<file path="config.mk">
export PLATFORM = sky130hd
export DESIGN_NAME = multicycle_controller
export DESIGN_NICKNAME = d
export VERILOG_FILES = /design/src/rtl/multicycle_controller_pkg.sv /design/src/rtl/multicycle_controller_alu_decoder.sv /design/src/rtl/multicycle_controller.sv
export SDC_FILE = /design/constraint.sdc
export NUM_CORES = 1
export LEC_CHECK = 0
export CELL_PAD_IN_SITES_DETAIL_PLACEMENT = 0
export CELL_PAD_IN_SITES_GLOBAL_PLACEMENT = 1
export CORE_ASPECT_RATIO = 1.1
export CORE_UTILIZATION = 26
export CTS_CLUSTER_DIAMETER = 150
export DETAILED_ROUTE_END_ITERATION = 8
export GPL_TIMING_DRIVEN = 0
export HOLD_SLACK_MARGIN = 0.02
export PLACE_DENSITY = 0.76
export SYNTH_ARGS = -nofsm -noshare
export SYNTH_HDL_FRONTEND = slang
export SYNTH_SLANG_ARGS = --single-unit
</file>
<file path="constraint.sdc">
create_clock -name clk -period 2.1 [get_ports clk]
set_input_delay 0.42 -clock clk [delete_from_list [all_inputs] [get_ports clk]]
set_output_delay 0.42 -clock clk [all_outputs]
set_load 0.1 [all_outputs]
</file>
<file path="src/rtl/multicycle_controller_pkg.sv">
// Shared encodings for the multicycle MIPS controller: opcodes, funct codes,
// ALU control codes, ALU operation classes, mux selects and FSM state codes.
package multicycle_controller_pkg;

  // Opcodes (instr[31:26])
  localparam logic [5:0] OP_LB    = 6'b100000;
  localparam logic [5:0] OP_SB    = 6'b101000;
  localparam logic [5:0] OP_RTYPE = 6'b000000;
  localparam logic [5:0] OP_BEQ   = 6'b000100;
  localparam logic [5:0] OP_J     = 6'b000010;
  localparam logic [5:0] OP_ADDI  = 6'b001000;

  // R-type funct codes (instr[5:0])
  localparam logic [5:0] FUNCT_ADD = 6'b100000;
  localparam logic [5:0] FUNCT_SUB = 6'b100010;
  localparam logic [5:0] FUNCT_AND = 6'b100100;
  localparam logic [5:0] FUNCT_OR  = 6'b100101;
  localparam logic [5:0] FUNCT_SLT = 6'b101010;

  // ALU control codes
  localparam logic [2:0] ALU_ADD = 3'b010;
  localparam logic [2:0] ALU_SUB = 3'b110;
  localparam logic [2:0] ALU_AND = 3'b000;
  localparam logic [2:0] ALU_OR  = 3'b001;
  localparam logic [2:0] ALU_SLT = 3'b111;

  // ALU operation class requested by the FSM
  localparam logic [1:0] ALUOP_ADD   = 2'b00;
  localparam logic [1:0] ALUOP_SUB   = 2'b01;
  localparam logic [1:0] ALUOP_FUNCT = 2'b10;

  // ALU B operand selects
  localparam logic [1:0] SRCB_REGB  = 2'b00;
  localparam logic [1:0] SRCB_ONE   = 2'b01;
  localparam logic [1:0] SRCB_IMM   = 2'b10;
  localparam logic [1:0] SRCB_IMMSH = 2'b11;

  // PC source selects
  localparam logic [1:0] PCSRC_ALU     = 2'b00;
  localparam logic [1:0] PCSRC_ALUFLOP = 2'b01;
  localparam logic [1:0] PCSRC_JUMP    = 2'b10;

  // FSM state encodings; 4'd15 is unused and recovers to FETCH1
  localparam logic [3:0] S_FETCH1  = 4'd0;
  localparam logic [3:0] S_FETCH2  = 4'd1;
  localparam logic [3:0] S_FETCH3  = 4'd2;
  localparam logic [3:0] S_FETCH4  = 4'd3;
  localparam logic [3:0] S_DECODE  = 4'd4;
  localparam logic [3:0] S_MEMADR  = 4'd5;
  localparam logic [3:0] S_LBRD    = 4'd6;
  localparam logic [3:0] S_LBWR    = 4'd7;
  localparam logic [3:0] S_SBWR    = 4'd8;
  localparam logic [3:0] S_RTYPEEX = 4'd9;
  localparam logic [3:0] S_RTYPEWR = 4'd10;
  localparam logic [3:0] S_BEQEX   = 4'd11;
  localparam logic [3:0] S_JEX     = 4'd12;
  localparam logic [3:0] S_ADDIEX  = 4'd13;
  localparam logic [3:0] S_ADDIWR  = 4'd14;

  // Byte lane of the instruction register loaded in a given fetch state
  function automatic logic [3:0] fetch_lane(input logic [3:0] st);
    logic [3:0] lane;
    lane = 4'b0000;
    case (st)
      S_FETCH1: lane = 4'b0001;
      S_FETCH2: lane = 4'b0010;
      S_FETCH3: lane = 4'b0100;
      S_FETCH4: lane = 4'b1000;
      default:  lane = 4'b0000;
    endcase
    return lane;
  endfunction

endpackage

</file>
<file path="src/rtl/multicycle_controller_alu_decoder.sv">
// Combinational ALU control decoder: maps the FSM's ALU operation class and the
// instruction funct field to an ALU control code, and flags unsupported functs.
module alu_decoder
  import multicycle_controller_pkg::*;
(
  input  logic [1:0] aluop,
  input  logic [5:0] funct,
  output logic [2:0] alucont,
  output logic       funct_ok
);

  logic [2:0] funct_alu;

  // Decode the funct field independently of aluop so DECODE can test legality
  always_comb begin
    funct_alu = ALU_ADD;
    funct_ok  = 1'b1;
    case (funct)
      FUNCT_ADD: funct_alu = ALU_ADD;
      FUNCT_SUB: funct_alu = ALU_SUB;
      FUNCT_AND: funct_alu = ALU_AND;
      FUNCT_OR:  funct_alu = ALU_OR;
      FUNCT_SLT: funct_alu = ALU_SLT;
      default: begin
        funct_alu = ALU_ADD;
        funct_ok  = 1'b0;
      end
    endcase
  end

  // Select the final ALU control from the requested operation class
  always_comb begin
    alucont = ALU_ADD;
    case (aluop)
      ALUOP_ADD:   alucont = ALU_ADD;
      ALUOP_SUB:   alucont = ALU_SUB;
      ALUOP_FUNCT: alucont = funct_alu;
      default:     alucont = ALU_ADD;
    endcase
  end

endmodule

</file>
<file path="src/rtl/multicycle_controller.sv">
// Moore control FSM for the 8-bit multicycle MIPS datapath. All selects and
// strobes decode from the registered state; pcen additionally uses zero.
// Write strobes and illegal are held low while reset is asserted (low).
module multicycle_controller
  import multicycle_controller_pkg::*;
(
  input  logic       clk,
  input  logic       reset,
  input  logic [5:0] op,
  input  logic [5:0] funct,
  input  logic       zero,
  output logic       pcen,
  output logic       iord,
  output logic       memwrite,
  output logic [3:0] irwrite,
  output logic       regdst,
  output logic       memtoreg,
  output logic       regwrite,
  output logic       alusrca,
  output logic [1:0] alusrcb,
  output logic [2:0] alucont,
  output logic [1:0] pcsource,
  output logic       illegal
);

  logic [3:0] state;
  logic [3:0] state_next;
  logic [1:0] aluop;
  logic       alu_used;
  logic [2:0] dec_alucont;
  logic       funct_ok;
  logic       pcwrite;
  logic       branch;
  logic       memwrite_raw;
  logic       regwrite_raw;
  logic [3:0] irwrite_raw;
  logic       illegal_raw;

  alu_decoder u_alu_decoder (
    .aluop    (aluop),
    .funct    (funct),
    .alucont  (dec_alucont),
    .funct_ok (funct_ok)
  );

  // State register; reset restarts at FETCH1 even mid-instruction
  always_ff @(posedge clk) begin
    if (!reset) begin
      state <= S_FETCH1;
    end else begin
      state <= state_next;
    end
  end

  // Next-state logic; DECODE dispatches on op and flags unsupported instructions
  always_comb begin
    state_next  = S_FETCH1;
    illegal_raw = 1'b0;
    case (state)
      S_FETCH1: state_next = S_FETCH2;
      S_FETCH2: state_next = S_FETCH3;
      S_FETCH3: state_next = S_FETCH4;
      S_FETCH4: state_next = S_DECODE;
      S_DECODE: begin
        case (op)
          OP_LB, OP_SB: state_next = S_MEMADR;
          OP_RTYPE: begin
            if (funct_ok) begin
              state_next = S_RTYPEEX;
            end else begin
              state_next  = S_FETCH1;
              illegal_raw = 1'b1;
            end
          end
          OP_BEQ:  state_next = S_BEQEX;
          OP_J:    state_next = S_JEX;
          OP_ADDI: state_next = S_ADDIEX;
          default: begin
            state_next  = S_FETCH1;
            illegal_raw = 1'b1;
          end
        endcase
      end
      S_MEMADR:  state_next = (op == OP_SB) ? S_SBWR : S_LBRD;
      S_LBRD:    state_next = S_LBWR;
      S_LBWR:    state_next = S_FETCH1;
      S_SBWR:    state_next = S_FETCH1;
      S_RTYPEEX: state_next = S_RTYPEWR;
      S_RTYPEWR: state_next = S_FETCH1;
      S_BEQEX:   state_next = S_FETCH1;
      S_JEX:     state_next = S_FETCH1;
      S_ADDIEX:  state_next = S_ADDIWR;
      S_ADDIWR:  state_next = S_FETCH1;
      default:   state_next = S_FETCH1;
    endcase
  end

  // Per-state output decode; anything not set for a state stays 0
  always_comb begin
    iord         = 1'b0;
    memwrite_raw = 1'b0;
    irwrite_raw  = 4'b0000;
    regdst       = 1'b0;
    memtoreg     = 1'b0;
    regwrite_raw = 1'b0;
    alusrca      = 1'b0;
    alusrcb      = SRCB_REGB;
    aluop        = ALUOP_ADD;
    alu_used     = 1'b0;
    pcsource     = PCSRC_ALU;
    pcwrite      = 1'b0;
    branch       = 1'b0;
    case (state)
      S_FETCH1, S_FETCH2, S_FETCH3, S_FETCH4: begin
        irwrite_raw = fetch_lane(state);
        alusrcb     = SRCB_ONE;
        alu_used    = 1'b1;
        pcwrite     = 1'b1;
      end
      S_DECODE: begin
        alusrcb  = SRCB_IMMSH;
        alu_used = 1'b1;
      end
      S_MEMADR: begin
        alusrca  = 1'b1;
        alusrcb  = SRCB_IMM;
        alu_used = 1'b1;
      end
      S_LBRD: iord = 1'b1;
      S_LBWR: begin
        memtoreg     = 1'b1;
        regwrite_raw = 1'b1;
      end
      S_SBWR: begin
        iord         = 1'b1;
        memwrite_raw = 1'b1;
      end
      S_RTYPEEX: begin
        alusrca  = 1'b1;
        aluop    = ALUOP_FUNCT;
        alu_used = 1'b1;
      end
      S_RTYPEWR: begin
        regdst       = 1'b1;
        regwrite_raw = 1'b1;
      end
      S_BEQEX: begin
        alusrca  = 1'b1;
        aluop    = ALUOP_SUB;
        alu_used = 1'b1;
        branch   = 1'b1;
        pcsource = PCSRC_ALUFLOP;
      end
      S_JEX: begin
        pcwrite  = 1'b1;
        pcsource = PCSRC_JUMP;
      end
      S_ADDIEX: begin
        alusrca  = 1'b1;
        alusrcb  = SRCB_IMM;
        alu_used = 1'b1;
      end
      S_ADDIWR: regwrite_raw = 1'b1;
      default: begin
        iord = 1'b0;
      end
    endcase
  end

  // ALU control is only driven in states that use the ALU
  assign alucont  = alu_used ? dec_alucont : 3'b000;

  // Strobes are suppressed while reset is held low
  assign pcen     = reset & (pcwrite | (branch & zero));
  assign memwrite = reset & memwrite_raw;
  assign regwrite = reset & regwrite_raw;
  assign irwrite  = irwrite_raw & {4{reset}};
  assign illegal  = reset & illegal_raw;

endmodule

</file>
==> out/results.txt, run 1 <==
Synth warnings - 0
fmax - 459 MHz
synthesis-to-finish area growth - 119%
row count - 19
Psw - 218 uW
Routed WL - 2570 um
sequential share of the synthesized area - 11.8%
final core utilization - 59.8%
Longest Clk Path Bufs - 2
Vias - 995
Crit. End Element - output port
Top Ports - 34
area post-placement - 1200 sq um
Sink Count - 4
CP Max Fanout - 2
CTS clk-pin slew, worst paths - 0.03 ns
CTS root buf - clkbuf_4
Netlist cell types - 41
fin. max-slew vios - 0
gp weighted congestion - 0.813
Max-Cap Viols - 0
P per Cell Area - 324 nW/um^2
Starting Density - 27.3%
IO buf count - 32
Final ANT Viol Nets - 0
Die X - 50.8 um
Comb pwr share - 64.0%
Die Area - 2830 sq um
Post-Syn Area per Cell - 6.54 sq um
Power Internal - 266 uW
LEAKAGE - 0.000632 uW
worst setup margin - -0.0796 ns
total track usage - 18.0%
TritonCTS clock tree - yes
first-pass GRT wire length - 3950 um
DRC - 0
Total Nets Final - 179
Reg with most FFs - state
Final Setup Violations - 4
DRT iter0 DRCs - 29
RSZ-0062 raised after global routing - yes
CTS Buf Count - 3
Max VDD drop - 0.280 mV
Mapped Area - 681 sq um
Pre-Repair DR Iteration Count - 4
design area - 1490 sq um
Worst-Skew Late Latency - 0.22 ns
Worst Tran Pin Value - 0.604 ns
number of global-route vias before repair - 902
Post-synth top flop - dfxtp_1
Yosys reg bits - 4
Clk network pwr share - 18.4%
Worst EP arrival - 1.76 ns
max reg flops - 4
normalized max-slew margin - 59.5%
critical path type - in2out
Post-synth EDFFs - 0
DP Worst Slack - -1.20 ns
Detail Placement HPWL - 1710 um
largest net degree at the start of global routing - 11
CTS H-tree lvls - 1
Cells after Synth - 104
# hold bufs at CTS - 0
Final Hold Vio Count - 0
final period utilization - 104%
worst endpoint required time - 1.68 ns
Largest regs - state: 4 flops
Final Skew - 0.000165 ns
share of cells above drive strength 1 - 58.8%
CP Launch Type - input port
status - finished, violations left
Antenna Cells - 0
Overflow after GRT - 0
clock period minus final worst setup slack - 2.18 ns
Vias/cell - 5.21
initial antenna violation count - 0
Hold WC Path Type - in2reg
sequential power share - 17.6%
Mapped Nets - 121
violated checks - negative setup slack
drt wl/cell - 13.4 um
Net Sw Frac - 45.0%
die height - 55.7 um
ys async rst share - 0%
core area - 2500 sq um
-- layout by cell type (no fill, tap or decap), types with 2 or more instances in the layout --
cell	instances
clkdlybuf4s15_2	4
nor3_4	2
a41o_1	2
dfxtp_1	2
o21ai_0	3
inv_2	2
nor2_4	2
dlymetal6s2s_1	3
nor2_1	10
nand2b_1	4
buf_12	3
nand4_1	2
clkbuf_4	9
nor2_2	7
nand2_1	8
clkbuf_2	3
o21ai_1	2
nand3_1	2
a21oi_1	6
buf_2	4
nor2b_4	3
buf_8	4
ha_4	2
a211oi_4	2
nor4b_4	2
buf_4	21
dlygate4sd2_1	5
buf_6	5
-- cell usage after synthesis (2+ instances only) --
| library cell | count | area share, % |
|---|---|---|
| o21ai_0 | 3 | 2.2 |
| o21ai_1 | 2 | 1.5 |
| nand3_1 | 3 | 2.2 |
| dfxtp_1 | 4 | 12 |
| a41o_1 | 2 | 2.9 |
| nand2b_1 | 4 | 3.7 |
| nor2_1 | 19 | 10 |
| nand2_1 | 9 | 5.0 |
| and3_1 | 3 | 2.8 |
| nand4_1 | 2 | 1.8 |
| nor2b_1 | 5 | 4.6 |
| inv_1 | 4 | 2.2 |
| nor3_1 | 2 | 1.5 |
| ha_1 | 2 | 3.7 |
| o31ai_1 | 2 | 2.2 |
| or3_1 | 2 | 1.8 |
| a211oi_1 | 2 | 2.2 |
| buf_2 | 4 | 2.9 |
| buf_1 | 2 | 1.1 |
| a21oi_1 | 7 | 5.1 |
-- through the flow --
step	std cells	hold WS, ns	TNS, ns	total power [uW]
4_1_cts	177	0.651	-0.424	451
3_3_place_gp	167	0.711	-12.22	345
6_report	191	0.611	-0.157	483
5_1_grt	191	0.611	-0.391	506
3_5_place_dp	167	0.705	-12.31	346
2_1_floorplan	104	0.583	-1.83	273
-- routing by layer --
layer	routed length [um]	GRT usage [%]	vias up
met5	0	0	-
met4	51	7.54	0
met3	146	0.820	4
met2	1320	30.9	43
met1	1050	23.1	457
li1	-	-	491
-- worst paths after layout --
kind	startpoint	end	slack, ns	cells past startpoint
setup / recovery	funct[1]	illegal	-0.08	6
hold reg to reg	state[2]	state[2]	0.69	3
setup reg to reg	state[0]	state[3]	0.55	6
hold / removal	op[4]	state[0]	0.61	4
-- worst max-delay path: stages --
cell             delay [ns]
clkdlybuf4s15_1        0.20
nor2b_4                0.14
o221a_1                0.27
o31ai_4                0.28
and4_4                 0.27
buf_12                 0.17
-- kinds of logic after synthesis --
kind of cell	Yosys count	share of synthesized area [%]
and+or+nand+nor	58	47.1
DFF	4	11.8
xor gates and xnor gates	1	1.29
adders and majority gates	2	3.68
buffers and inverters	11	6.80
AOI/OAI and AO/OA	28	29.4
-- power by group through the flow --
stage          logic [uW]  registers (uW)  clock network (uW)
4_1_cts               273            85.9                92.2
3_5_place_dp          260            85.8                   0
3_3_place_gp          259            85.9                   0
6_report              309            85.2                88.7
5_1_grt               325            85.7                95.4
2_1_floorplan         188            85.2                   0
-- layout make-up --
class / instances / area, sq um
timing repair buffer: 53 / 473
buffer: 7 / 87.6
tap: 31 / 38.8
clock buffer: 3 / 22.5
fill: 236 / 1000
sequential: 4 / 85.1
multi-input combinational: 89 / 759
inverter: 4 / 26.3
-- timing repair --
action,4_1_cts,5_1_grt
resized for setup,133,28
endpoints found under the hold margin,0,0
setup endpoints to repair,19,12
pin swaps,6,10
buffers inserted,8,14
(Power assumes the default switching activity.)
==> inputs of run 2 (changes only) <==
--- a/config.mk
+++ b/config.mk
@@ -10,9 +10,11 @@
 export CORE_ASPECT_RATIO = 1.1
 export CORE_UTILIZATION = 26
 export CTS_CLUSTER_DIAMETER = 150
+export CTS_CLUSTER_SIZE = 24
 export DETAILED_ROUTE_END_ITERATION = 8
 export GPL_TIMING_DRIVEN = 0
 export HOLD_SLACK_MARGIN = 0.02
+export MAX_ROUTING_LAYER = met4
 export PLACE_DENSITY = 0.76
 export SYNTH_ARGS = -nofsm -noshare
 export SYNTH_HDL_FRONTEND = slang
==> run 2 against run 1 <==
  * The flow still finishes with violations (negative setup slack)
  * Register-to-register slack worse by 0.02 ns
  * Highest routed layer unchanged
  * Sequential power barely moved
  * Largest power group unchanged
  * Critical endpoint unchanged
  * First-iteration DRC count fell by 21%
  * Maximum frequency is 0.13% higher
  * Clock skew about the same
==> out/results.txt, run 2 (same netlist as run 1, synthesis figures left out) <==
violated checks - negative setup slack
DRC - 0
Fillers - 232
Reg2Reg Depth - 6
Longest Clk Path Bufs - 2
Finished Layout Cells - 192
Final Hold Vio Count - 0
Detail Placement HPWL - 1710 um
Net Sw Frac - 44.9%
CP Launch Type - input port
Final ANT Viol Nets - 0
worst setup margin - -0.0767 ns
Power Internal - 268 uW
core area - 2500 sq um
Final Skew - 0.0000429 ns
crit path capture - illegal
Most Used Layer, Global Route - met2
Starting Density - 27.3%
number of global-route vias before repair - 900
setup TNS - -0.158 ns
Worst Tran Pin Value - 0.598 ns
Top Ports - 34
worst endpoint required time - 1.68 ns
fin. max-slew vios - 0
Reg with most FFs - state
Comb pwr share - 64.2%
die height - 55.7 um
Final Setup Violations - 4
Crit. End Element - output port
Die Area - 2830 sq um
GR Util met1 - 23.7%
Sink Count - 4
max reg flops - 4
Vias/cell - 5.26
total track usage - 18.6%
P per Cell Area - 323 nW/um^2
final period utilization - 104%
CTS H-tree lvls - 1
Clk network pwr share - 18.3%
status - finished, violations left
met3 Resource Use GR - 0%
R2R Setup Slk - 0.53 ns
Worst EP arrival - 1.76 ns
Reg-to-Reg Start - state[0]
Total Nets Final - 180
Max-Cap Viols - 0
share of cells above drive strength 1 - 59.0%
commonest non-fill, non-tap cell in the layout - buf_4
CTS Buf Count - 3
LEAKAGE - 0.000635 uW
Multi-input gate area - 759 sq um
reg2reg end - state[3]
Die X - 50.8 um
Hold WC Path Type - in2reg
gp weighted congestion - 0.825
Reg area - 85.1 sq um
DRT iter0 DRCs - 23
largest net degree at the start of global routing - 11
CTS clk-pin slew, worst paths - 0.03 ns
RSZ-0062 raised after global routing - yes
TritonCTS clock tree - yes
CTS root buf - clkbuf_4
DP Worst Slack - -1.20 ns
Pwr Total - 486 uW
fmax - 459 MHz
Worst-Skew Late Latency - 0.22 ns
Vias - 1,009
met2 Use GR - 30.9%
synthesis-to-finish area growth - 121%
most frequent cells in the layout - buf_4 (22), nor2_1 (10), clkbuf_4 (9)
normalized max-slew margin - 59.9%
sequential power share - 17.5%
Routed WL - 2570 um
initial antenna violation count - 0
clock period minus final worst setup slack - 2.18 ns
Overflow after GRT - 0
first-pass GRT wire length - 3960 um
IO buf count - 32
row count - 19
Psw - 218 uW
CP Max Fanout - 3
CP Launch Point - funct[2]
Pre-Repair DR Iteration Count - 4
hold_sp - op[4]
Antenna Cells - 0
Placed Cells - 167
Largest regs - state: 4 flops
drt wl/cell - 13.4 um
critical path type - in2out
Max VDD drop - 0.281 mV
run 2: worst min-delay path by stage:
| stage | to | slack [ns] | cells past startpoint |
|---|---|---|---|
| after floorplan | state[2] | 0.58 | 2 |
| after global placement | state[0] | 0.71 | 4 |
| after detailed placement | state[0] | 0.70 | 3 |
| after CTS | state[3] | 0.65 | 4 |
| after global routing | state[0] | 0.61 | 4 |
| final | state[0] | 0.61 | 4 |
run 2: layout make-up:
type | instances | area share (%)
clock buffers | 3 | 1.50
inverters | 4 | 1.74
flip-flops and latches | 4 | 5.65
repair buffers | 54 | 32.3
plain buffers | 7 | 5.81
well taps | 31 | 2.57
multi-input cells | 89 | 50.4
run 2: routing by layer:
layer | share of wire (%) | vias to the layer above
met5 | 0 | -
li1 | - | 491
met3 | 5.4 | 6
met2 | 52 | 44
met4 | 2.6 | 0
met1 | 40 | 468
run 2: repair_timing:
| item | 4_1_cts | 5_1_grt |
|---|---|---|
| resized for setup | 133 | 26 |
| setup endpoints to repair | 19 | 12 |
| setup buffers | 8 | 15 |
| pin swaps | 6 | 10 |
| hold buffers | 0 | 0 |
run 2: power groups by stage:
stage / logic (uW) / registers (uW) / clock network (uW)
final: 312 / 85.3 / 88.7
after CTS: 273 / 85.9 / 92.2
after global placement: 259 / 85.9 / 0
after detailed placement: 260 / 85.8 / 0
after floorplan: 188 / 85.2 / 0
after global routing: 328 / 85.8 / 95.4
run 2: through the flow:
stage / hold slack, ns / area, sq um / utilization (%)
2_1_floorplan: 0.583 / 838 / -
3_3_place_gp: 0.711 / 1200 / 48.0
3_5_place_dp: 0.705 / 1200 / 48.0
4_1_cts: 0.651 / 1360 / 54.3
5_1_grt: 0.611 / 1510 / 60.4
6_report: 0.614 / 1510 / 60.4
run 2: critical path, stage by stage:
cell and delay, ns:
dlygate4sd2_1 0.28, nor2b_4 0.06, o221a_1 0.27, o31ai_4 0.27
and4_4 0.27, buf_12 0.17
==> variant: new RTL, settings of run 1 <==
Put a register stage on the output `iord`, without a reset. The value now appears one clock later. The other outputs are not delayed to match.
--- a/src/rtl/multicycle_controller.sv
+++ b/src/rtl/multicycle_controller.sv
@@ -22,6 +22,8 @@
   output logic [1:0] pcsource,
   output logic       illegal
 );
+
+  logic iord_d;
 
   logic [3:0] state;
   logic [3:0] state_next;
@@ -97,7 +99,7 @@
 
   // Per-state output decode; anything not set for a state stays 0
   always_comb begin
-    iord         = 1'b0;
+    iord_d       = 1'b0;
     memwrite_raw = 1'b0;
     irwrite_raw  = 4'b0000;
     regdst       = 1'b0;
@@ -126,13 +128,13 @@
         alusrcb  = SRCB_IMM;
         alu_used = 1'b1;
       end
-      S_LBRD: iord = 1'b1;
+      S_LBRD: iord_d = 1'b1;
       S_LBWR: begin
         memtoreg     = 1'b1;
         regwrite_raw = 1'b1;
       end
       S_SBWR: begin
-        iord         = 1'b1;
+        iord_d       = 1'b1;
         memwrite_raw = 1'b1;
       end
       S_RTYPEEX: begin
@@ -162,7 +164,7 @@
       end
       S_ADDIWR: regwrite_raw = 1'b1;
       default: begin
-        iord = 1'b0;
+        iord_d = 1'b0;
       end
     endcase
   end
@@ -177,5 +179,9 @@
   assign irwrite  = irwrite_raw & {4{reset}};
   assign illegal  = reset & illegal_raw;
 
+  always_ff @(posedge clk) begin
+    iord <= iord_d;
+  end
+
 endmodule
 
Check against the original RTL: not equivalent (a bounded check fails within 10 cycles, from zero or initial values and one cycle with reset low).
==> variant against run 1 <==
Maximum frequency up 0.81%. Combinational power down 24%. Power down 5.6%. Sequential cell count up 1. Worst setup slack better by 0.018 ns. Global-route usage up 2.0 points. Non-clock buffer count down 9. Sequential power up 24%. Highest routed layer unchanged. Count of clock-buffer cells in the layout up 1. Design area down 1.5%. Wire length down 0.62%. Core utilization down 0.90 points. The run still ends with negative setup slack left. Synthesized area up 1.1%.
==> variant: results <==
export IMPL_grt_pass1_wl_mm=4.42
export IMPL_synthTopCellsByArea="dfxtp_1 (15%), nor2_1 (9.3%), nor2b_1 (6.4%)"
export IMPL_met2_usage_pct=34.6
export IMPL_grtUsageMet1_pct=24.9
export IMPL_cp_arrival_ns=1.74
export IMPL_ir_drop_uv=279
export IMPL_seq_cell_count=5
export IMPL_setup_viol=3
export IMPL_status="complete, but fails checks"
export IMPL_grt_use_met3_pct=2.19
export IMPL_syn_num_nets=120
export IMPL_dieArea_um2=2860
export IMPL_ys_seq_area_share_pct=14.5
export IMPL_violations="negative setup slack"
export IMPL_num_nonclk_buffers=51
export IMPL_portBuffers=31
export IMPL_routed_wl_mm=2.55
export IMPL_wl_met2_mm=1.37
export IMPL_pre_cts_slack_ns=-1.16
export IMPL_worst_r2r_path_depth=4
export IMPL_setup_slack_ns=-0.0621
export IMPL_synth_common_cells="nor2_1 (17), a21oi_1 (8), nand2_1 (8), nand3_1 (8), nor2b_1 (7)"
export IMPL_seq_share_pct=7.49
export IMPL_syn_avg_cell_area_um2=6.68
export IMPL_vias_per_cell=5.05
export IMPL_wl_per_cell_um=13.9
export IMPL_internal_power_uw=259
export IMPL_cts_resized=137
export IMPL_fin_setup_tns_ns=-0.107
export IMPL_multi_input_area_um2=790
export IMPL_clk_latency_ns=0.25
export IMPL_grt_pass1_vias=972
export IMPL_placedInstanceArea_um2=1190
export IMPL_clock_area_share_pct=1.79
export IMPL_worstPathMaxFanout=3
export IMPL_crit_slowest_cell="dfxtp_4"
export IMPL_dpl_hpwl_mm=1.70
export IMPL_fill_cells=235
variant: cell count changes in the layout (fill, tap and decap cells not counted), moves of 2 or more:
cell,delta
and2b_2,+2
buf_4,-5
buf_8,-3
clkbuf_2,-2
clkbuf_4,-3
dlygate4sd2_1,+5
dlymetal6s2s_1,-2
nand3_1,+4
nor2_1,-2
nor2b_2,+2
variant: path summary, 6_finish.rpt:
kind	from	to	slack, ns
setup / recovery	state[3]$_SDFF_PN0_	alucont[0]	-0.06
hold / removal	op[3]	state[0]$_SDFF_PN0_	0.58
setup reg to reg	state[1]$_SDFF_PN0_	state[3]$_SDFF_PN0_	0.60
hold reg to reg	state[0]$_SDFF_PN0_	iord$_DFF_P_	0.69
variant: cells by family after synthesis:
| kind of cell | synth area share, % |
|---|---|
| fa+ha+maj | 3.64 |
| buf+inv | 6.73 |
| flops | 14.5 |
| xor+xnor | 1.27 |
| compound gates | 27.5 |
| mux | 1.45 |
| simple gates | 44.9 |
